$ cat config.mk
export PLATFORM = sky130hd
export DESIGN_NAME = pc_fetch_sequencer
export DESIGN_NICKNAME = d
export VERILOG_FILES = /design/src/rtl/pc_fetch_sequencer.sv
export SDC_FILE = /design/constraint.sdc
export NUM_CORES = 1
export LEC_CHECK = 0
export ABC_AREA = 0
export CORE_ASPECT_RATIO = 1.1
export CORE_UTILIZATION = 48
export CTS_BUF_LIST = sky130_fd_sc_hd__clkbuf_8
export DETAILED_ROUTE_END_ITERATION = 6
export HOLD_SLACK_MARGIN = 0.06
export PLACE_DENSITY = 0.92
export SLEW_MARGIN = 20
export SYNTH_ARGS = -nofsm -noshare
export SYNTH_HDL_FRONTEND = slang
export SYNTH_SLANG_ARGS = --single-unit
$ cat constraint.sdc
create_clock -name clk -period 4.75 [get_ports clk]
set_clock_uncertainty 0.2 [all_clocks]
set_input_delay 0.95 -clock clk [delete_from_list [all_inputs] [get_ports clk]]
set_output_delay 0.95 -clock clk [all_outputs]
set_load 0.01 [all_outputs]
$ cat src/rtl/pc_fetch_sequencer.sv
// PC owner and instruction fetch sequencer: fetches over a req/ack handshake,
// holds the instruction for decode/execute, then commits the next PC.
module pc_fetch_sequencer #(
  parameter logic [31:0] RESET_PC    = 32'h0000_0000,
  parameter int          ACK_TIMEOUT = 16
) (
  input  logic        clk,
  input  logic        rst,
  output logic        imem_req,
  output logic [31:0] imem_addr,
  input  logic        imem_ack,
  input  logic [31:0] imem_rdata,
  output logic [31:0] instr,
  output logic        instr_valid,
  input  logic        beq,
  input  logic        bne,
  input  logic        jump,
  input  logic        jr,
  input  logic        jal,
  input  logic        alu_zero,
  input  logic [31:0] rs_data,
  input  logic        stall,
  output logic [31:0] pc,
  output logic [31:0] link_addr,
  output logic        commit,
  output logic        fault
);

  localparam int            CW       = $clog2(ACK_TIMEOUT + 1);
  localparam logic [CW-1:0] CNT_LAST = CW'(ACK_TIMEOUT - 1);

  typedef enum logic [1:0] {
    S_IDLE  = 2'd0,
    S_FETCH = 2'd1,
    S_EXEC  = 2'd2,
    S_FAULT = 2'd3
  } state_t;

  state_t        r_state, w_state_next;
  logic [31:0]   r_pc, w_pc_next;
  logic [31:0]   r_instr, w_instr_next;
  logic [CW-1:0] r_cnt, w_cnt_next;

  logic [31:0] w_pc_plus4;
  logic [31:0] w_br_off;
  logic        w_take_br;
  logic        w_jr_misaligned;
  logic [31:0] w_target;

  assign w_pc_plus4      = r_pc + 32'd4;
  assign w_br_off        = {{14{r_instr[15]}}, r_instr[15:0], 2'b00};
  assign w_take_br       = (beq & alu_zero) | (bne & ~alu_zero);
  assign w_jr_misaligned = jr & (rs_data[1:0] != 2'b00);

  // jal always arrives with jump from the decoder; OR-ing it in is harmless.
  always_comb begin
    w_target = w_pc_plus4;
    if (jr)
      w_target = rs_data;
    else if (jump | jal)
      w_target = {w_pc_plus4[31:28], r_instr[25:0], 2'b00};
    else if (w_take_br)
      w_target = w_pc_plus4 + w_br_off;
  end

  always_ff @(posedge clk or posedge rst) begin
    if (rst) begin
      r_state <= S_IDLE;
      r_pc    <= RESET_PC;
      r_instr <= 32'h0;
      r_cnt   <= '0;
    end else begin
      r_state <= w_state_next;
      r_pc    <= w_pc_next;
      r_instr <= w_instr_next;
      r_cnt   <= w_cnt_next;
    end
  end

  always_comb begin
    w_state_next = r_state;
    w_pc_next    = r_pc;
    w_instr_next = r_instr;
    w_cnt_next   = r_cnt;
    imem_req     = 1'b0;
    instr_valid  = 1'b0;
    commit       = 1'b0;
    fault        = 1'b0;
    case (r_state)
      S_IDLE: w_state_next = S_FETCH;
      S_FETCH: begin
        imem_req = 1'b1;
        if (imem_ack) begin
          w_instr_next = imem_rdata;
          w_cnt_next   = '0;
          w_state_next = S_EXEC;
        end else if (r_cnt == CNT_LAST) begin
          w_state_next = S_FAULT;
        end else begin
          w_cnt_next = r_cnt + 1'b1;
        end
      end
      S_EXEC: begin
        instr_valid = 1'b1;
        // A misaligned jr target retires nothing; the PC stays on the jr.
        if (!stall) begin
          if (w_jr_misaligned) begin
            w_state_next = S_FAULT;
          end else begin
            w_pc_next    = w_target;
            commit       = 1'b1;
            w_state_next = S_FETCH;
          end
        end
      end
      S_FAULT: fault = 1'b1;
      default: w_state_next = S_IDLE;
    endcase
  end

  assign imem_addr = r_pc;
  assign pc        = r_pc;
  assign instr     = r_instr;
  assign link_addr = w_pc_plus4;

endmodule
---- Word level (Yosys, flattened, before mapping) ----
Index checks and enable logic that the tools add are counted.
word-level totals
  flip-flop bits (word level) ............. 71
  input bits .............................. 74
  word-level logic and storage cells ...... 45
cells by class
  add/sub/neg operators ................... 3
  equality and inequality tests ........... 7
  multiplexer cells ....................... 16
  bitwise operators ....................... 8
  reductions and logical operators ........ 7
operators by type and width
  operator                                             count
  2-to-1 mux 32 bit                                    3
  adder 32 x 3 -> 32 bit, second input constant        1
  adder 32 bit                                         1
  2-to-1 mux 5 bit                                     2
  2-to-1 mux 2 bit                                     4
  2-to-1 mux 1 bit                                     6
  case mux 2 bit (3 select lines)                      1
  AND reduction 3 bit                                  2
  adder 5 x 1 -> 5 bit, second input constant          1
  equality test 5 x 4 -> 1 bit, second input constant  1
  equality test 2 bit, second input constant           2
  != test 2 bit, second input constant                 2
  AND reduction 2 bit                                  2
  AND 1 bit                                            3
  != test 3 bit, second input constant                 1
  NOT 1 bit                                            3
  nonzero test 3 bit                                   1
  equality test 2 x 1 -> 1 bit, second input constant  1
  logical NOT 2 bit                                    1
  bitwise OR 1 bit                                     2
  nonzero test 2 bit                                   1

---- Logic depth before layout (Yosys ltp) ----
Gate-level depths: netlist of the first run.
  depth after elaboration ................. 6
  mapped depth ............................ 16
  mapped depth without buffers ............ 15

---- Worst setup path before layout of the first run ----
No wires, ideal clock.
  path kind ............................... register -> register
  start ................................... register r_pc[3] (netlist: imem_addr[3])
  end ..................................... register r_pc[31] (netlist: imem_addr[31])
  setup time .............................. 0.092 ns
  arrival ................................. 3.635 ns
  required time ........................... 4.458 ns
  path slack .............................. 0.823 ns
  cell stages (with the launch flop) ...... 16
  buffers on the path ..................... 1
  clock period less this slack ............ 3.927 ns
  cell sequence ........................... dfrtp_1 > ha_1 > nand2_1 > nor3_4 > and3_1 > nand3_1 > xnor2_1 > ha_1 > clkbuf_1 > a21o_1 > a21o_1 > a221oi_2 > a21oi_1 > or3_1 > and4_4 > o31ai_2
on the way
  longest elaborated chain between the ends .. 5
RTL lines
  what                      line  text
  start: declaration        40    logic [31:0] r_pc, w_pc_next;
  start signal: assignment  74    r_pc <= w_pc_next;
  adder 32 x 3 -> 32 bit    50    assign w_pc_plus4 = r_pc + 32'd4;
  via link_addr[24]         24    output logic [31:0] link_addr,
  adder 32 bit              63    w_target = w_pc_plus4 + w_br_off;
  2-to-1 mux 32 bit         62    else if (w_take_br)
  2-to-1 mux 32 bit         60    else if (jump | jal)
  2-to-1 mux 32 bit         58    if (jr)
The timed path passes the listed nets, and every way through them passes these cells.
A chain may end at the register's enable or synchronous reset.

---- Final worst setup path of the first run ----
  start ................................... register r_pc[3] (netlist: imem_addr[3])
  end ..................................... output port link_addr[28]
on the way
  longest elaborated chain between the ends .. 1
RTL lines
  what                    line
  adder 32 x 3 -> 32 bit  50
  end: declaration        24
Every way passes these cells.

==> results.cfg, run 1 <==
[finish]
multi_input_area_um2 = 3860
diodes = 0
utilization = 0.681
seq_area_um2 = 1780
nets = 983
final_layout_size_suffix_gt1_frac = 0.0964
area_growth_pct = 36.2
nFillCells = 979

[sta]
whs_ns = 0.310
relSlewSlack = 0.285
setup_viol = 0
fin_crit_ns = 4.36
worst_pin_slew_ns = 1.05
slew_viol_final = 0
tns_ns = 0
fin_crit_sh = 0.918
fmax_ghz = 0.229
hold_viol = 0
rsz0062_at_grt = false

[routing]
post_drt_wl_per_cell_um = 20.0
vias_per_cell = 6.17
postRouteAntennaNets = 0
drc = 0
dr.pass1.iters = 5
vias = 6323
drt-initial-drc-count = 348
drt-total-wl_mm = 20.5

[cts]
clock_latency_ns = 0.37
cts_tree = done
clockRootBuffer = clkbuf_8
cts_buffers = 9
clockBufferDepth = 2
cts_hold_buf = 0
cts.sinks = 71
post-cts-setup-buffers = 0
clk_pin_slew_worst_paths_ns = 0.09
cts_resized = 0
htreeDepth = 3

[die]
fp.dieH_um = 120
initial_utilization = 0.500
die_x_um = 109
fp.dieArea_um2 = 13100
io_pins = 206
core_um2 = 12200
rows = 42

[placement]
port_buffers = 205
dp_hpwl_mm = 15.2
routabilityCongestion = 0.941

[logic_synthesis]
seq_area_frac_synth = 0.292
synth_cells = 709
ys.flop_type = dfrtp_1
yosys_register_bits = 71
yosysUniqueCellTypes = 66
yosys_warnings = 0
avgSynthCellArea_um2 = 8.59
syn-cell-area_um2 = 6090
async_flop_share = 1.00
synthesis.nets = 826
synth_enable_flop_cells = 0

[setup_path]
critPathKind = flip-flop to output pin
end_kind = output pin
cp_common_cell = and3_1
path_cells = ha_1, nand2_1, nor3_4, and3_1, and3_1, nand3_1, xnor2_1, clkdlybuf4s50_1
startpoint_type = flip-flop
cpPeakStageDelay_ns = 0.61
crit_arrival_ns = 3.21
required_ns = 3.60
critPathMaxFanout = 7
crit_slowest_cell = clkdlybuf4s50_1

[global_route]
grt_pass1_vias = 6274
grt_overflow = 0
grt_pass1_wl_mm = 32.1
grt_max_degree = 44
grtUsageTotal = 0.317
antenna_found_initial = 0

[run_status]
status = finished, final reports clean

[power]
ir_drop_mv = 0.520
leakagePower_nw = 3.48
p_per_area_nw_per_um2 = 807
power.total_mw = 6.70

[worst_hold_path]
hp-class = flip-flop to flip-flop

[flow_run]
maxCapViolCount = 0
[placed cells by master, fill, tap and decap left out, types with 3 or more instances in the layout]
cell type and instances:
a211oi_1 11, a21o_1 20, a21oi_1 62, a221oi_1 5, a22oi_1 3, a311oi_1 5, a31oi_1 6, and2_1 4
and3_1 15, and4_1 5, buf_4 8, bufinv_16 4, clkbuf_8 9, clkdlybuf4s50_1 205, dfrtp_1 71, ha_1 42
inv_1 21, mux2_2 33, mux2i_1 4, nand2_1 61, nand3_1 20, nand4_1 12, nor2_1 50, nor2_2 3
nor3_1 7, o211ai_1 11, o21a_1 10, o21ai_0 40, o21ai_1 5, o21bai_1 4, o22ai_1 5, o2bb2ai_1 3
o31ai_1 6, or2_2 3, or3_1 6, xnor2_1 29, xor2_1 20
[metal layers]
| metal | GRT usage | part of all wire |
|---|---|---|
| met3 | 0.0598 | 0.088 |
| met1 | 0.403 | 0.40 |
| met4 | 0.138 | 0.026 |
| met2 | 0.520 | 0.49 |
| met5 | 0 | 0 |
[synthesized netlist by cell type, drive strengths merged (2+ instances only)]
cell type	number	area share
inv	22	0.014
a221oi	7	0.012
o21a	10	0.012
o22ai	5	0.0051
dfrtp	71	0.29
o21bai	5	0.0068
or3	6	0.0062
clkbuf	29	0.018
a311oi	5	0.0072
nor4	2	0.0021
or2	3	0.0031
a31oi	6	0.0062
mux2	33	0.061
buf	38	0.045
o221ai	2	0.0029
and3	17	0.018
nand4	14	0.016
o2bb2ai	3	0.0043
nand2	61	0.038
mux2i	5	0.0082
a21oi	63	0.052
a211oi	13	0.019
o31ai	8	0.011
nand3	21	0.018
a21o	20	0.025
nor2b	2	0.0021
nor2	53	0.033
and4	6	0.0090
nor3	9	0.010
a2111oi	3	0.0074
xnor2	29	0.042
and2	5	0.0051
o21ai	45	0.037
o211ai	11	0.014
nand3b	2	0.0025
a22oi	3	0.0037
ha	42	0.086
xor2	20	0.029
[layout make-up]
type                    count  share of cell area
clock buffers               9              0.0149
clock inverters             7              0.0182
inverters                  22             0.00995
multi-input cells         549               0.465
flip-flops and latches     71               0.214
well taps                 154              0.0232
repair buffers            213               0.254
[registers in the layout (all words and copies together) (netlist names)]
register,count
r_state,2
r_cnt,5
instr,32
imem_addr,32
[power breakdown]
group / internal (mW) / switching, mW
Sequential: 0.887 / 0.468
Combinational: 2.27 / 2.38
Clock: 0.411 / 0.276
Total: 3.57 / 3.13
[path summary, 6_finish.rpt]
path | from | end | slack, ns | cells past startpoint
setup / recovery | imem_addr[3] | link_addr[28] | 0.39 | 8
hold / removal | instr[30] | instr[30] | 0.31 | 1
setup reg to reg | imem_addr[3] | imem_addr[19] | 0.54 | 15
hold reg to reg | instr[30] | instr[30] | 0.31 | 1
max in group asynchronous | rst | instr[2] | 2.51 | 3
min in group asynchronous | rst | imem_addr[26] | 0.85 | 2
[cell families after synthesis]
family | after synthesis | share of synthesized area
flip-flops | 71 | 0.292
AND/OR/NAND/NOR | 203 | 0.166
adder cells (fa/ha/maj) | 43 | 0.0895
XOR/XNOR | 49 | 0.0704
multiplexers | 38 | 0.0692
buffers and inverters | 89 | 0.0760
AO/OA/AOI/OAI | 216 | 0.237
[through the flow]
step	setup WS [ns]	instance area, um2	instances
6_report	0.390	8300	1025
5_1_grt	0.279	8300	1025
4_1_cts	0.422	8300	1025
3_5_place_dp	0.603	8020	1009
3_3_place_gp	0.726	8020	1009
2_1_floorplan	0.823	6090	709
[critical path: cells and delay by family (launching register included)]
kind / cells / cell delay, ns
flops: 1 / 0.46
xor+xnor: 1 / 0.35
simple gates: 5 / 1.17
fa+ha+maj: 1 / 0.25
buf+inv: 1 / 0.61
(Power assumes the default switching activity.)
==> run 2, diff against run 1 <==
--- a/config.mk
+++ b/config.mk
@@ -12,7 +12,7 @@
 export DETAILED_ROUTE_END_ITERATION = 6
 export HOLD_SLACK_MARGIN = 0.06
 export PLACE_DENSITY = 0.92
-export SLEW_MARGIN = 20
+export SLEW_MARGIN = 25
 export SYNTH_ARGS = -nofsm -noshare
 export SYNTH_HDL_FRONTEND = slang
 export SYNTH_SLANG_ARGS = --single-unit
==> results of run 2 <==
Same layout as run 1: the final DEF is identical, and so are final timing and power.
==> run 3, diff against run 2 <==
--- a/config.mk
+++ b/config.mk
@@ -6,12 +6,13 @@
 export NUM_CORES = 1
 export LEC_CHECK = 0
 export ABC_AREA = 0
+export ABC_CLOCK_PERIOD_IN_PS = 4750
 export CORE_ASPECT_RATIO = 1.1
-export CORE_UTILIZATION = 48
+export CORE_UTILIZATION = 23
 export CTS_BUF_LIST = sky130_fd_sc_hd__clkbuf_8
 export DETAILED_ROUTE_END_ITERATION = 6
 export HOLD_SLACK_MARGIN = 0.06
-export PLACE_DENSITY = 0.92
+export PLACE_DENSITY = 0.54
 export SLEW_MARGIN = 25
 export SYNTH_ARGS = -nofsm -noshare
 export SYNTH_HDL_FRONTEND = slang
==> results.cfg, run 3 (synthesized netlist as in run 1, its figures left out) <==
[setup_path]
reg2reg_to = imem_addr[19]
critPathKind = flip-flop to output pin
reg2reg_from = imem_addr[3]
crit_arrival_ns = 3.23
path_cells = ha_1, nand2_1, nor3_4, and3_1, and3_1, nand3_1, xnor2_1, clkdlybuf4s50_1
cpPeakStageDelay_ns = 0.61
cp_common_cell = and3_1
critPathBufInv = 1
cp.depth = 8
crit_family = simple AND/OR/NAND/NOR gates
required_ns = 3.60
crit_slowest_cell = clkdlybuf4s50_1
reg2regPathDepth = 15
rrSetupSlack_ns = 0.41
critPathMaxFanout = 7
end_kind = output pin
startpoint_type = flip-flop

[flow_run]
maxCapViolCount = 0

[cts]
clk_pin_slew_worst_paths_ns = 0.07
post-cts-setup-buffers = 0
htreeDepth = 3
cts.sinks = 71
cts_resized = 0
clock_latency_ns = 0.37
cts_tree = done
clockBufferDepth = 2
clockRootBuffer = clkbuf_8
cts_hold_buf = 0
cts_buffers = 9

[worst_hold_path]
whs_endpoint = instr[30]
hp-class = flip-flop to flip-flop
hold_path_depth = 1
hp-start = instr[30]

[placement]
dp.cells = 1209
port_buffers = 205
dp_hpwl_mm = 17.4
post-place-ws_ns = 0.465
routabilityCongestion = 0.861

[global_route]
grt_max_degree = 52
grt_overflow = 0
grt_pass1_vias = 6016
antenna_found_initial = 0
grtUsageTotal = 0.170
grt_pass1_wl_mm = 35.1

[finish]
final_layout_size_suffix_gt1_frac = 0.0976
diodes = 0
nFillCells = 2750
nets = 985
utilization = 0.325
area_growth_pct = 39.1
final_cell_count_no_fill = 1223
mostFrequentLayoutCells = clkdlybuf4s50_1, dfrtp_1, a21oi_1
final_common_cell = clkdlybuf4s50_1

[sta]
fin_crit_ns = 4.38
worst_pin_slew_ns = 0.971
rsz0062_at_grt = false
slew_viol_final = 0
setup_viol = 0
fmax_ghz = 0.228
tns_ns = 0
fin_crit_sh = 0.923
setup_ws_ns = 0.367
hold_viol = 0
relSlewSlack = 0.350

[routing]
post_drt_wl_per_cell_um = 18.6
drc = 0
vias = 6003
vias_per_cell = 4.91
drt-initial-drc-count = 336
dr.pass1.iters = 7
postRouteAntennaNets = 0
drt-total-wl_mm = 22.8

[die]
fp.dieH_um = 173
core_um2 = 26100
rows = 62
initial_utilization = 0.234
die_x_um = 157
io_pins = 206
fp.dieArea_um2 = 27100

[run_status]
status = finished, final reports clean

[power]
power.total_mw = 6.52
p_per_area_nw_per_um2 = 769
ir_drop_mv = 0.301
leakagePower_nw = 3.45
run 3: worst max path at each step:
| stage | from | end |
|---|---|---|
| CTS | imem_addr[3] | link_addr[28] |
| floorplan | imem_addr[3] | imem_addr[31] |
| finish | imem_addr[3] | link_addr[30] |
| global placement | imem_addr[3] | imem_addr[19] |
| global route | imem_addr[3] | link_addr[28] |
| detailed placement | imem_addr[3] | imem_addr[19] |
run 3: per-layer routing:
metal / wire length (um) / track usage / part of all wire
met2: 10900 / 0.282 / 0.48
met3: 1180 / 0.0351 / 0.052
met1: 10200 / 0.218 / 0.45
met5: 0 / 0 / 0
met4: 460 / 0.0514 / 0.020
run 3: power by group:
part | total [mW] | leakage (nW) | internal [mW] | switching [mW]
Clock | 0.503 | 0.0940 | 0.250 | 0.253
Combinational | 4.65 | 2.50 | 2.28 | 2.38
Sequential | 1.37 | 0.857 | 0.887 | 0.479
Total | 6.52 | 3.45 | 3.41 | 3.11
run 3: worst register-to-register path, cell delays in order, from the launching register on:
cell	delay, ns
dfrtp_1	0.45
ha_1	0.25
nand2_1	0.13
nor3_4	0.41
nand3_1	0.15
xnor2_1	0.32
ha_1	0.40
nand4_2	0.16
nor2_2	0.06
a2111oi_4	0.44
nand2_1	0.16
a31oi_1	0.31
nor3_1	0.10
o31ai_1	0.34
a21oi_1	0.17
o22a_1	0.20
run 3: through the flow:
step	hold slack (ns)	instance area [um2]
after global routing	0.329	8480
after CTS	0.319	8480
after floorplan	0.292	6090
final	0.315	8480
after global placement	0.287	8290
after detailed placement	0.298	8290
run 3: cell type report:
cell class                      count  area [um2]  area share
Clock buffer                       10         138      0.0162
Clock inverter                      4        47.5     0.00561
Inverter                           22        85.1      0.0100
Multi-Input combinational cell    549        3860       0.456
Sequential cell                    71        1780       0.210
Tap cell                          352         440      0.0520
Timing Repair Buffer              215        2130       0.251
